===== src/rtl/axi_stream_rr_arbiter.sv =====
// Packet-level round-robin arbiter: shares one AXI-Stream master channel among
// NUM_SLAVES requesters, holding each grant from first beat through last.
//
// state | meaning
// ------+-----------------------------------------------------------------
// IDLE  | no grant held; outputs quiet; picks next requester from rr_ptr
// BUSY  | grant_id owns the master channel until its last beat transfers
module axi_stream_rr_arbiter #(
    parameter int AXI_DATA_WIDTH = 32,
    parameter int NUM_SLAVES     = 4,
    parameter int ID_WIDTH       = $clog2(NUM_SLAVES)
) (
    input  logic                                 clk,
    input  logic                                 rst,
    input  logic [NUM_SLAVES*AXI_DATA_WIDTH-1:0] slave_data_in,
    input  logic [NUM_SLAVES-1:0]                slave_valid_in,
    input  logic [NUM_SLAVES-1:0]                slave_last_in,
    output logic [NUM_SLAVES-1:0]                slave_ready_in,
    output logic [AXI_DATA_WIDTH-1:0]            master_data_out,
    output logic                                 master_valid_out,
    output logic                                 master_last_out,
    input  logic                                 master_ready_out,
    output logic                                 grant_valid,
    output logic [ID_WIDTH-1:0]                  grant_id
);

    typedef enum logic {
        IDLE = 1'b0,
        BUSY = 1'b1
    } state_t;

    // Wrap limit carries one extra bit so rr_ptr + offset cannot overflow.
    localparam logic [ID_WIDTH:0]   NUM_WRAP = (ID_WIDTH + 1)'(NUM_SLAVES);
    localparam logic [ID_WIDTH-1:0] LAST_ID  = ID_WIDTH'(NUM_SLAVES - 1);

    state_t              state;
    state_t              state_nxt;
    logic [ID_WIDTH-1:0] grant_id_nxt;
    logic [ID_WIDTH-1:0] rr_ptr;
    logic [ID_WIDTH-1:0] rr_ptr_nxt;

    logic                sel_found;
    logic [ID_WIDTH-1:0] sel_idx;
    logic [ID_WIDTH:0]   cand;
    logic                last_xfer;

    logic [AXI_DATA_WIDTH-1:0] data_arr [NUM_SLAVES];

    for (genvar i = 0; i < NUM_SLAVES; i++) begin : g_unpack
        assign data_arr[i] = slave_data_in[i*AXI_DATA_WIDTH +: AXI_DATA_WIDTH];
    end

    // Final beat of the granted packet is transferring this cycle.
    assign last_xfer = (state == BUSY) && slave_valid_in[grant_id]
                       && slave_last_in[grant_id] && master_ready_out;

    // Pick the first valid requester at or above rr_ptr, wrapping around.
    always_comb begin
        sel_found = 1'b0;
        sel_idx   = '0;
        cand      = '0;
        for (int k = 0; k < NUM_SLAVES; k++) begin
            cand = {1'b0, rr_ptr} + k[ID_WIDTH:0];
            if (cand >= NUM_WRAP) begin
                cand = cand - NUM_WRAP;
            end
            if (!sel_found && slave_valid_in[cand[ID_WIDTH-1:0]]) begin
                sel_found = 1'b1;
                sel_idx   = cand[ID_WIDTH-1:0];
            end
        end
    end

    // State, grant and round-robin pointer registers.
    always_ff @(posedge clk or negedge rst) begin
        if (!rst) begin
            state    <= IDLE;
            grant_id <= '0;
            rr_ptr   <= '0;
        end else begin
            state    <= state_nxt;
            grant_id <= grant_id_nxt;
            rr_ptr   <= rr_ptr_nxt;
        end
    end

    // Next-state: grant on any request in IDLE, release after the last beat.
    always_comb begin
        state_nxt    = state;
        grant_id_nxt = grant_id;
        rr_ptr_nxt   = rr_ptr;
        case (state)
            IDLE: begin
                if (sel_found) begin
                    state_nxt    = BUSY;
                    grant_id_nxt = sel_idx;
                end
            end
            BUSY: begin
                if (last_xfer) begin
                    state_nxt  = IDLE;
                    rr_ptr_nxt = (grant_id == LAST_ID) ? '0 : grant_id + 1'b1;
                end
            end
            default: state_nxt = IDLE;
        endcase
    end

    // Outputs: zero-latency mux of the granted requester while BUSY.
    always_comb begin
        slave_ready_in   = '0;
        master_data_out  = '0;
        master_valid_out = 1'b0;
        master_last_out  = 1'b0;
        grant_valid      = 1'b0;
        if (state == BUSY) begin
            grant_valid              = 1'b1;
            master_data_out          = data_arr[grant_id];
            master_valid_out         = slave_valid_in[grant_id];
            master_last_out          = slave_last_in[grant_id];
            slave_ready_in[grant_id] = master_ready_out;
        end
    end

endmodule


===== config.mk =====
export PLATFORM = sky130hd
export DESIGN_NAME = axi_stream_rr_arbiter
export DESIGN_NICKNAME = d
export VERILOG_FILES = /design/src/rtl/axi_stream_rr_arbiter.sv
export SDC_FILE = /design/constraint.sdc
export NUM_CORES = 1
export LEC_CHECK = 0
export ABC_AREA = 1
export BUFFER_PORTS_ARGS = -buffer_cell sky130_fd_sc_hd__buf_2
export CAP_MARGIN = 20
export CORE_AREA = 2 2 70 72
export DETAILED_ROUTE_END_ITERATION = 12
export DIE_AREA = 0 0 72 74
export GPL_TIMING_DRIVEN = 0
export PLACE_DENSITY = 0.9
export SLEW_MARGIN = 30
export SYNTH_ARGS = -nofsm -noshare
export SYNTH_HDL_FRONTEND = slang
export SYNTH_SLANG_ARGS = --single-unit

===== constraint.sdc =====
create_clock -name clk -period 3.9 [get_ports clk]
set_input_delay 0.195 -clock clk [delete_from_list [all_inputs] [get_ports clk]]
set_output_delay 0.195 -clock clk [all_outputs]
set_load 0.1 [all_outputs]

==> results_tabular.tex <==
\begin{tabular}{lr}
\hline
Metric & Value \\
\hline
\multicolumn{2}{l}{\textbf{Status}} \\
Outcome & completed \\
\multicolumn{2}{l}{\textbf{Placement}} \\
Port Buf Inserts & 179 \\
Placed cell count & between 500 and 600 \\
Routability cong. & 0.931 \\
HPWL reported at the end of detailed placement & roughly 6100 µm \\
\multicolumn{2}{l}{\textbf{Timing}} \\
\# setup viols final & 0 \\
Final Hold Violating Endpoints & 0 \\
Setup repair after global routing missed its margin & no \\
Worst-case clock skew & 0.000602 ns \\
Final number of max-transition violations & 0 \\
Least-Margin Pin Slew & 0.534 ns \\
Worst hold slack & 0.316 ns \\
Fmax achieved & between 400 and 500 MHz \\
Setup total negative slack & 0 ns \\
Headroom to the max-slew limit & approximately 64\% \\
Final cycle utilization of the critical path & 61.1\% \\
Post-layout minimum cycle time & 2.38 ns \\
\multicolumn{2}{l}{\textbf{Drt}} \\
Number of vias after detailed routing & between 3k and 4k \\
Violation count after the first detailed-route iteration & 218 \\
Via density & slightly above 5 \\
Number of nets still failing antenna checks after routing & 0 \\
TritonRoute pass-1 iters & 5 \\
DRC violation count after routing & 0 \\
Average wire per standard cell & 12.7 µm \\
Total length of routed wires & 7620 µm \\
\multicolumn{2}{l}{\textbf{Synth}} \\
Synthesis-stage register bit count & 5 \\
Ys Warns & 0 \\
Synth Cell Area & about 1700 µm² \\
Fraction of synthesized cell area taken by the top area cell type & between 20 and 30\% \\
Synth unique cells & 21 \\
Sequential-to-total area share from yosys stat & 7.22\% \\
Largest cells by area after synthesis & sky130\_fd\_sc\_hd\_\_nor2\_1 30\%, sky130\_fd\_sc\_hd\_\_o21ai\_1 11\%, sky130\_fd\_sc\_hd\_\_nand2\_1 10\% \\
Mapped Nets & around 500 \\
Synthesized area per cell & $\sim$4.8 µm² \\
Leading area contributor after synthesis & sky130\_fd\_sc\_hd\_\_nor2\_1 \\
Cell count after synthesis & 362 \\
\multicolumn{2}{l}{\textbf{CTS}} \\
Deepest level of the CTS H-tree & 1 \\
Maximum buffer depth of the clock tree & 2 \\
PostCTS Resize Cnt & 0 \\
CTS Root Buffer Type & sky130\_fd\_sc\_hd\_\_clkbuf\_8 \\
Post-CTS setup buffer count & 0 \\
Number of buffers inserted during clock tree synthesis & 3 \\
Reg clk slew, reported paths & 0.04 ns \\
CTS tree & done \\
Clock sink count & 5 \\
Clock latency of the later-clocked register in the worst-skew pair & 0.22 ns \\
\multicolumn{2}{l}{\textbf{Layout}} \\
Leading cell type in the layout, fill and taps excluded & sky130\_fd\_sc\_hd\_\_buf\_2 \\
Antenna cell count & 0 \\
Highest-count cells in the layout ignoring fill and taps & 187 x sky130\_fd\_sc\_hd\_\_buf\_2, 138 x sky130\_fd\_sc\_hd\_\_nor2\_1, 47 x sky130\_fd\_sc\_hd\_\_nand2\_1, 37 x sky130\_fd\_sc\_hd\_\_o21ai\_1, 32 x sky130\_fd\_sc\_hd\_\_a21oi\_1 \\
Count of nets after finishing & 690 \\
Growth of design area from synthesis to finish & 58.8\% \\
Share of cells above drive strength 1 & between 30\% and 40\% \\
Count of placed standard cells in the final layout, fillers left out & 600 \\
\multicolumn{2}{l}{\textbf{GRT}} \\
Number of global-route vias before repair & approximately 2.7k \\
Gr ovfl total & 0 \\
GR Util All Layers & a little over a quarter \\
Wire length of the first global-routing pass & 11500 µm \\
Pin count of the biggest net entering global routing & 12 \\
Antenna violations before repair & 0 \\
\multicolumn{2}{l}{\textbf{Setup path}} \\
Startpoint-to-endpoint class of the critical path & register to output port \\
Critical path peak fanout & 11 \\
Endpoint type of the worst setup path & output port \\
Data arrival time of the worst path & 2.19 ns \\
Startpoint Class & register \\
Req. time, crit path & 3.70 ns \\
\multicolumn{2}{l}{\textbf{Floorplan}} \\
Die height & between 70 and 80 µm \\
I/O pin count & 180 \\
Number of rows created at floorplan & 25 \\
Area of the core & $\sim$4600 µm² \\
DIE AREA & around 5300 µm² \\
Horizontal die dimension & 72 µm \\
Starting Density & 37.7\% \\
\multicolumn{2}{l}{\textbf{Hold path}} \\
Class of the worst hold path & primary input to asynchronous set/reset pin \\
\multicolumn{2}{l}{\textbf{Job}} \\
Max-cap violations & 0 \\
\hline
\end{tabular}
## synth_stat cells (all sizes together)
master  number
dfrtp        5
ha           4
nand2       56
and2         1
clkbuf      12
buf         14
o211ai       2
nand3       11
nor2       139
a21oi       32
inv         18
nand4        2
o21ai       66
## final cells by class
| class | count | area, µm² |
|---|---|---|
| buffer | 26 | 134 |
| clock buffer | 4 | 45.0 |
| fill | 475 | 1850 |
| inverter | 18 | 67.6 |
| multi-input combinational | 313 | 1410 |
| sequential | 5 | 125 |
| tap | 54 | 67.6 |
| timing repair buffer | 180 | 906 |
## cells by family (layout without fill, tap and decap cells)
group           count (synthesis)  after routing  share of synthesized area, %
flops                           5              5                          7.22
compound gates                100            100                          29.2
buf+inv                        44            228                          11.6
simple gates                  209            209                          49.1
fa+ha+maj                       4              4                          2.89
## sequential cells by signal, summed over array words and instances, names as in the netlist
name,cells
state,1
grant_id,2
rr_ptr,2
## worst max-delay path, stage by stage, from the launching register on
cell and delay [ns]:
sky130_fd_sc_hd__dfrtp_1 0.40, sky130_fd_sc_hd__buf_2 0.20, sky130_fd_sc_hd__inv_2 0.15, sky130_fd_sc_hd__clkbuf_1 0.42
sky130_fd_sc_hd__ha_1 0.23, sky130_fd_sc_hd__inv_1 0.04, sky130_fd_sc_hd__nor2_1 0.08, sky130_fd_sc_hd__buf_2 0.43
## through the flow
stage	setup slack [ns]	cell area [µm²]	util (%)
finish	1.52	2750	59.8
global route	1.39	2750	59.8
CTS	1.49	2750	59.8
detailed placement	1.73	2700	58.6
global placement	1.75	2700	58.6
floorplan	0.487	1730	-
## metal layers
layer | up-vias | wire [µm] | global-route usage, %
li1 | 1532 | - | -
met1 | 1350 | 2970 | 32.4
met2 | 149 | 3980 | 48.3
met3 | 14 | 554 | 3.79
met4 | 0 | 110 | 6.50
met5 | - | 0 | 0
## worst paths after layout
path                                         start                      end  slack [ns]  cells past startpoint
max reg2reg                grant_id[1]$_DFFE_PN0P_    rr_ptr[1]$_DFFE_PN0P_        2.13                      6
max                        grant_id[1]$_DFFE_PN0P_        slave_ready_in[1]        1.52                      7
min                                            rst    rr_ptr[1]$_DFFE_PN0P_        0.32                      2
min reg2reg                        state$_DFF_PN0_          state$_DFF_PN0_        0.57                      2
max in group asynchronous                      rst  grant_id[1]$_DFFE_PN0P_        3.45                      2
min in group clk                  slave_last_in[0]    rr_ptr[0]$_DFFE_PN0P_        0.54                      5
## timing repair
item | in CTS | in global routing
hold buffers | 1 | 0
endpoints found under the hold margin | 5 | 0
endpoints found under the setup margin | 0 | 0
Power is not shown: default switching activity piles up to over one toggle a cycle in this logic, so the estimate is an artifact.
